### src/rtl/ldtu_word_scheduler.sv
// ldtu_word_scheduler
// Buffers 32-bit words from the LiTe-DTU encoder (normal or fallback path),
// inserts a mode-switch marker whenever fallback_ changes, and hands one word
// per ser_ready request to the serializer, filling gaps with IDLE_WORD.
// Optional build macro LDTU_SCHED_STATS_EN adds saturating words_sent /
// words_dropped counters, cleared together with the overflow flag.
module ldtu_word_scheduler #(
   parameter int          DEPTH      = 8,
   parameter int          AW         = 3,
   parameter logic [31:0] IDLE_WORD  = 32'hEAAAAAAA,
   parameter logic [4:0]  SWITCH_HDR = 5'b11101
) (
   input  logic          CLK_,
   input  logic          reset,
   input  logic          fallback_,
   input  logic [31:0]   DATA_32,
   input  logic          Load,
   input  logic [31:0]   DATA_32_FB,
   input  logic          Load_FB,
   input  logic          ser_ready,
   input  logic          clr_ovf,
   output logic [31:0]   DATA_out,
   output logic          DATA_valid,
   output logic          overflow,
   output logic [AW:0]   fifo_level
`ifdef LDTU_SCHED_STATS_EN
   ,
   output logic [15:0]   words_sent,
   output logic [15:0]   words_dropped
`endif
);

   localparam logic [1:0] S_IDLE       = 2'd0;
   localparam logic [1:0] S_RUN        = 2'd1;
   localparam logic [1:0] S_MARK       = 2'd2;
   localparam logic [1:0] S_DRAIN_SKID = 2'd3;

   localparam logic [AW:0] FULL_LVL = (AW+1)'(DEPTH);

   logic [1:0]  state, state_nxt;
   logic        fb_d, sw;
   logic        in_load;
   logic [31:0] in_word;
   logic [31:0] marker;

   logic        skid_vld, skid_vld_nxt, skid_load, skid_drop;
   logic [31:0] skid_word;

   logic [31:0] mem [DEPTH];
   logic [AW:0] wr_ptr, rd_ptr, level;
   logic        full, empty, pop;
   logic        push_req, push_ok, push_drop;
   logic [31:0] push_word;

   assign in_load = fallback_ ? Load_FB : Load;
   assign in_word = fallback_ ? DATA_32_FB : DATA_32;
   assign sw      = fallback_ ^ fb_d;
   // Marker carries the mode being switched into in its LSB
   assign marker  = {SWITCH_HDR, 26'b0, fallback_};

   assign level      = wr_ptr - rd_ptr;
   assign full       = (level == FULL_LVL);
   assign empty      = (level == '0);
   assign pop        = ser_ready & ~empty;
   // A pop frees the slot before the push lands, so full+pop never drops
   assign push_ok    = push_req & (~full | pop);
   assign push_drop  = push_req & full & ~pop;
   assign fifo_level = level;

   // FSM: chooses the single word pushed this cycle and manages the skid slot
   always_comb begin
      state_nxt    = state;
      push_req     = 1'b0;
      push_word    = in_word;
      skid_load    = 1'b0;
      skid_drop    = 1'b0;
      skid_vld_nxt = skid_vld;
      case (state)
         S_IDLE: begin
            // Mode changes before the first accepted word need no marker
            push_req = in_load;
            if (in_load) state_nxt = S_RUN;
         end
         S_RUN: begin
            push_req = in_load;
            if (sw) state_nxt = S_MARK;
         end
         S_MARK: begin
            push_req  = 1'b1;
            push_word = marker;
            // The skid slot holds one word; a second one has nowhere to go
            if (in_load) begin
               if (skid_vld) begin
                  skid_drop = 1'b1;
               end else begin
                  skid_load    = 1'b1;
                  skid_vld_nxt = 1'b1;
               end
            end
            if (sw)                state_nxt = S_MARK;
            else if (skid_vld_nxt) state_nxt = S_DRAIN_SKID;
            else                   state_nxt = S_RUN;
         end
         S_DRAIN_SKID: begin
            push_req     = skid_vld;
            push_word    = skid_word;
            skid_load    = in_load;
            skid_vld_nxt = in_load;
            if (sw)           state_nxt = S_MARK;
            else if (in_load) state_nxt = S_DRAIN_SKID;
            else              state_nxt = S_RUN;
         end
         default: state_nxt = S_IDLE;
      endcase
   end

   // Control registers: FSM state, mode history, skid valid, pointers
   always_ff @(posedge CLK_) begin
      if (!reset) begin
         state    <= S_IDLE;
         fb_d     <= fallback_;
         skid_vld <= 1'b0;
         wr_ptr   <= '0;
         rd_ptr   <= '0;
      end else begin
         state    <= state_nxt;
         fb_d     <= fallback_;
         skid_vld <= skid_vld_nxt;
         if (push_ok) wr_ptr <= wr_ptr + 1'b1;
         if (pop)     rd_ptr <= rd_ptr + 1'b1;
      end
   end

   // Data storage: FIFO array and skid word carry no reset
   always_ff @(posedge CLK_) begin
      if (push_ok)   mem[wr_ptr[AW-1:0]] <= push_word;
      if (skid_load) skid_word           <= in_word;
   end

   // Serializer output: registered head word, held while ser_ready is low
   always_ff @(posedge CLK_) begin
      if (!reset) begin
         DATA_out   <= IDLE_WORD;
         DATA_valid <= 1'b0;
      end else if (ser_ready) begin
         DATA_out   <= empty ? IDLE_WORD : mem[rd_ptr[AW-1:0]];
         DATA_valid <= ~empty;
      end
   end

   // Sticky overflow: a drop in the same cycle as clr_ovf keeps it set
   always_ff @(posedge CLK_) begin
      if (!reset)                      overflow <= 1'b0;
      else if (push_drop || skid_drop) overflow <= 1'b1;
      else if (clr_ovf)                overflow <= 1'b0;
   end

`ifdef LDTU_SCHED_STATS_EN
   function automatic logic [15:0] sat_add(input logic [15:0] a, input logic [1:0] inc);
      logic [16:0] s;
      s = {1'b0, a} + {15'b0, inc};
      return s[16] ? 16'hFFFF : s[15:0];
   endfunction

   logic [1:0] drop_n;
   assign drop_n = {1'b0, push_drop} + {1'b0, skid_drop};

   // Saturating delivery and loss counters, cleared with the overflow flag
   always_ff @(posedge CLK_) begin
      if (!reset || clr_ovf) begin
         words_sent    <= '0;
         words_dropped <= '0;
      end else begin
         words_sent    <= sat_add(words_sent, {1'b0, pop});
         words_dropped <= sat_add(words_dropped, drop_n);
      end
   end
`endif

endmodule
### config.mk
export PLATFORM = sky130hd
export DESIGN_NAME = ldtu_word_scheduler
export DESIGN_NICKNAME = d
export VERILOG_FILES = /design/src/rtl/ldtu_word_scheduler.sv
export SDC_FILE = /design/constraint.sdc
export NUM_CORES = 1
export LEC_CHECK = 0
export ABC_AREA = 0
export ABC_CLOCK_PERIOD_IN_PS = 11600
export BUFFER_PORTS_ARGS = -buffer_cell sky130_fd_sc_hd__buf_4
export CAP_MARGIN = 20
export CORE_ASPECT_RATIO = 0.9
export CORE_UTILIZATION = 64
export DETAILED_ROUTE_END_ITERATION = 16
export GPL_TIMING_DRIVEN = 1
export PLACE_DENSITY_LB_ADDON = 0.3
export SETUP_SLACK_MARGIN = 0.5
export SLEW_MARGIN = 30
export SYNTH_ARGS = -nofsm -noshare
export SYNTH_HDL_FRONTEND = slang
export SYNTH_SLANG_ARGS = --single-unit
### constraint.sdc
create_clock -name CLK_ -period 11.6 [get_ports CLK_]
set_input_delay 1.16 -clock CLK_ [delete_from_list [all_inputs] [get_ports CLK_]]
set_output_delay 1.16 -clock CLK_ [all_outputs]
set_load 0.05 [all_outputs]
## Word level (Yosys, flattened, before mapping)

Memories as Yosys holds them, arrays and structs flattened. A register that Yosys moved wholly into a read port is not among the register bits.
Cells that the tools add are included.

- Memories kept: 1
- Memory bits (read-only): 0
- Output and inout port bits: 38
- Bits of input ports: 71
- Logic and storage cells: 62
- Latch bits: 0
- Register bits: 78
- Memory bits (writable): 256

Memory list:

| name | words | width | rd ports | clocked after Yosys merged registers in | wr ports | RTL line | RTL |
|---|---|---|---|---|---|---|---|
| mem | 8 | 32 | 1 | 1 | 1 | 49 | `logic [31:0] mem [DEPTH];` |

- Div/mod/pow operators: 0
- Bitwise operators: 9
- Add/subtract/negate cells: 3
- Mux-type cells: 27
- Magnitude comparators: 0
- Shift-type cells: 0
- $mul: 0
- Equality and inequality tests: 6
- Reduce and logical (&&, ||, !) cells: 7

Operators with widths:

| kind | number |
|---|---|
| two-way mux 32 bit | 2 |
| case mux 32 bit (2 select lines) | 1 |
| two-way mux 1 bit | 12 |
| two-way mux 2 bit | 6 |
| adder 4 x 1 -> 4 bit (second input constant) | 2 |
| case mux 2 bit (4 select lines) | 1 |
| two-way mux 3 bit | 2 |
| AND 1 bit | 4 |
| == test 2 bit (second input constant) | 2 |
| == test 4 bit (second input constant) | 1 |
| logical NOT 4 bit | 1 |
| inequality test 2 bit (second input constant) | 2 |
| case mux 1 bit (2 select lines) | 2 |
| nonzero test 2 bit | 2 |
| subtractor 4 bit | 1 |
| NOT 1 bit | 3 |
| case mux 1 bit (3 select lines) | 1 |
| == test 2 x 1 -> 1 bit (second input constant) | 1 |
| logical NOT 2 bit | 1 |
| AND reduction 2 bit | 1 |
| OR reduction 2 bit | 1 |
| logical OR 1 bit | 1 |
| OR 1 bit | 1 |
| bitwise XOR 1 bit | 1 |

## Longest topological paths before layout

- Depth after elaboration: 8
- Mapped depth: 12
- Mapped depth without buffers: 9

## Worst setup path after synthesis

Ideal clock, no wire load.

- Path type: register to register
- From: register wr_ptr[0]
- To: memory mem[2][0], enable pin
- Required time: 11087 ps
- Cell stages (with the launch flop): 11
- Slack: 5171 ps
- Setup time: 513 ps
- Data arrival time: 5915 ps
- Cell sequence: dfxtp_1 -> clkbuf_1 -> inv_1 -> ha_1 -> inv_1 -> fa_1 -> xor2_1 -> nor4_1 -> a31o_2 -> buf_2 -> nor4b_1

- Cells in the longest elaborated chain, start to end: 8
- Elaborated cells between the ends (all ways): 10

Ends and longest elaborated chain:

| what | RTL line | RTL |
|---|---|---|
| start: declaration | 50 | `logic [AW:0] wr_ptr, rd_ptr, level;` |
| start signal: assignment | 129 | `if (push_ok) wr_ptr <= wr_ptr + 1'b1;` |
| subtractor 4 bit * | 61 | `assign level = wr_ptr - rd_ptr;` |
| named net fifo_level[2] | 25 | `output logic [AW:0] fifo_level` |
| logical NOT 4 bit | 63 | `assign empty = (level == '0);` |
| NOT 1 bit | 64 | `assign pop = ser_ready & ~empty;` |
| AND 1 bit | 64 |  |
| OR 1 bit * | 66 | `assign push_ok = push_req & (~full \| pop);` |
| AND 1 bit * | 66 |  |
| two-way mux 1 bit * | 136 | `if (push_ok) mem[wr_ptr[AW-1:0]] <= push_word;` |
| two-way mux 1 bit (not written as such) * | 136 |  |
| end: declaration | 49 |  |

The timed path passes the listed nets; every way through them passes the cells marked *.

## Worst setup path in the final report

- From: register wr_ptr[1]
- To: output fifo_level[3]

- Cells in the longest elaborated chain, start to end: 1

Ends and longest elaborated chain:

| what | RTL line |
|---|---|
| subtractor 4 bit | 61 |
| end: declaration | 25 |

Every way passes these cells.

==> out/summary.txt <==
status - completed
worst path cell trace - ha_1, and3b_1, or3_4, nand2_1, buf_4
n_diodes - 0
Via density - 6.40
grt ovf - 0
M3 GR Usage - 0.0448
# placed instances - 1,087
Min-Delay Path Class - reg -> reg
Yosys warning total - 0
Post-CTS Resized - 0
Final period util - 0.311
Slowest-stage cell, CP - dfxtp_1
Post-CTS Setup Repair Bufs - 0
CTS Hold Bufs - 0
worst setup path endpoint - fifo_level[3]
Worst R2R Path Depth - 9
wire per inst - 24.8 µm
final setup violation count - 0
Setup TNS - 0 ns
crit path DAT - 2.45 ns
first-pass GRT wire length - 43,500 µm
Post-Syn Nets - 828
Non-Filler Instances - 1,145
largest net degree at the start of global routing - 65
Power Dens Cells - 226 nW/µm²
design area - 15,400 µm²
WP depth - 5
fmax - 277 MHz
kind of start point of the critical path - flip-flop
dpl hpwl - 16,500 µm
drt total wl - 28,300 µm
Die Wd - 153 µm
VDD IR-drop max - 0.269 mV
Area after DPL - 14,400 µm²
routability cong. - 0.848
CTS root buf - clkbuf_16
WP buf/inv - 1
GR peak layer - met2
die height - 138 µm
family with the most delay on the worst path - simple AND/OR/NAND/NOR gates
worst reg2reg endpoint - mem[2][15]$_DFFE_PP_
initial antenna violation count - 0
Overall Global Routing Usage - 0.275
commonest cells after routing, fill and taps aside - edfxtp_1 (288), buf_4 (122), mux4_2 (64)
Clock Sinks - 337
Worst Hold Slack - 0.454 ns
most common cell after layout, fill and taps aside - edfxtp_1
PortBufs - 108
Slew HR - 0.369
Clock Tree Buf Depth - 3
final hold violations - 0
dominant synthesized flop cell - edfxtp_1
cell count after synthesis - 751
worst skew pair latency - 0.57 ns
CP max stage delay - 0.66 ns
Cell Area, Synth - 13,200 µm²
Routed Antenna Nets - 0
clk_skew - 0.0134 ns
Starting Density - 0.657
Critical path origin - wr_ptr[1]$_SDFFE_PN0P_
post-layout min period - 3.61 ns
routed via count - 7,326
Least-Margin Pin Slew - 0.946 ns
asr flop ratio synth - 0
total core area - 20,100 µm²
TritonCTS clock tree - built
Worst-path clk slew - 0.06 ns
nature of the critical path endpoint - output port
EDFF count, synth - 288
area grow syn2layout - 16.2%
final net count - 942
die area - 21,200 µm²
Leak - 5.11 nW
Slew Limit Fails - 0
DR DRC count - 0
Worst Path Max Fanout - 11
unrepaired setup endpoints after global routing - false
grt met1 use - 0.364
CTS Buf Count - 31
vias in the first global route - 7,670
number of iterations in the first detailed-routing pass - 5
GR Layer Usage met2 - 0.465
IO Count - 109
Unique masters post-synth - 43
Synth Area per Inst - 17.6 µm²
post-synthesis register bit count - 337
Crit Reg-Reg Startpoint - wr_ptr[0]$_SDFFE_PN0P_
share of layout cells above drive strength 1 - 0.315
sequential area share after synthesis - 0.729
initial DRC count - 723
max-cap violations - 0
R2R Setup Slk - 8.00 ns
number of cell rows - 49
Crit path required time - 10.44 ns
Total Power - 0.00348 W
Worst Setup Path Type - reg -> out
htree depth - 1
## layout make-up
| type | instances | area [µm²] |
|---|---|---|
| clock buffer | 42 | 847 |
| inverter | 9 | 33.8 |
| clock inverter | 16 | 141 |
| sequential | 337 | 9640 |
| fill | 1102 | 4750 |
| multi-input combinational | 363 | 3430 |
| tap | 255 | 319 |
| timing repair buffer | 123 | 943 |
## how the worst min path moves through the flow
stage                                      endpoint  cells after the start                       from  slack, ns
after global placement    DATA_out[18]$_SDFFE_PN0P_                      2  DATA_out[18]$_SDFFE_PN0P_       0.44
final                     DATA_out[18]$_SDFFE_PN0P_                      2  DATA_out[18]$_SDFFE_PN0P_       0.45
after detailed placement  DATA_out[18]$_SDFFE_PN0P_                      2  DATA_out[18]$_SDFFE_PN0P_       0.45
after floorplan               skid_vld$_SDFFE_PN0N_                      2      skid_vld$_SDFFE_PN0N_       0.45
after global routing      DATA_out[18]$_SDFFE_PN0P_                      2  DATA_out[18]$_SDFFE_PN0P_       0.49
after CTS                 DATA_out[18]$_SDFFE_PN0P_                      2  DATA_out[18]$_SDFFE_PN0P_       0.46
## power breakdown
| group | internal, W | switching [W] | total, W | leakage [nW] |
|---|---|---|---|---|
| registers | 0.00150 | 0.0000870 | 0.00159 | 3.02 |
| clock network | 0.000557 | 0.000427 | 0.000983 | 0.478 |
| logic | 0.000346 | 0.000560 | 0.000906 | 1.62 |
## per-stage QoR
step / util / setup WS [ns]
6_report: 0.764 / 7.99
5_1_grt: 0.764 / 7.76
4_1_cts: 0.763 / 7.65
3_5_place_dp: 0.714 / 7.33
3_3_place_gp: 0.712 / 7.53
2_1_floorplan: - / 5.17
## synthesized netlist by cell type, types with 2 or more instances
master,instances,area (µm²)
a21boi_0,2,15.0
a21o_1,2,15.0
a21oi_1,47,235
and2_1,6,37.5
buf_1,3,11.3
buf_2,8,40.0
buf_6,2,22.5
clkbuf_1,27,101
dfxtp_1,49,981
edfxtp_1,288,8650
ha_1,5,62.6
inv_1,9,33.8
mux2_2,33,372
mux2i_1,36,360
mux4_2,64,1440
nand2_1,57,214
nand2b_1,2,12.5
nand3_1,4,20.0
nand3b_1,2,15.0
nor2_1,47,176
nor2b_1,3,18.8
nor3_1,5,25.0
nor4_1,3,18.8
o21ai_0,22,110
o22a_1,4,35.0
xor2_1,4,35.0
## worst register-to-register path, stage by stage (launching register included)
cell and delay [ns]:
dfxtp_1 0.60, inv_1 0.17, ha_1 0.27, inv_1 0.08, fa_1 0.18, xor2_1 0.26
nor4_1 0.12, a31o_2 0.38, nor4b_4 0.68, buf_4 0.51
## sequential cells by signal, indices dropped and copies added, names as in the netlist, named ones only
signal	cells
fb_d	1
DATA_valid	1
skid_vld	1
mem	256
wr_ptr	4
state	2
skid_word	32
DATA_out	32
overflow	1
rd_ptr	4
## per-layer routing
metal	part of all wire	routed length [µm]
met1	0.38	10700
met2	0.51	14400
met3	0.076	2170
met4	0.035	998
met5	0	0
## cell families (layout without fill, tap and decap cells)
family	Yosys count	after routing	synth area share
mux	133	133	0.164
fa+ha+maj	6	6	0.00625
xor+xnor	5	5	0.00331
buf+inv	51	190	0.0168
flops	337	337	0.729
simple gates	136	136	0.0449
compound gates	83	83	0.0355
(Power assumes the default switching activity.)
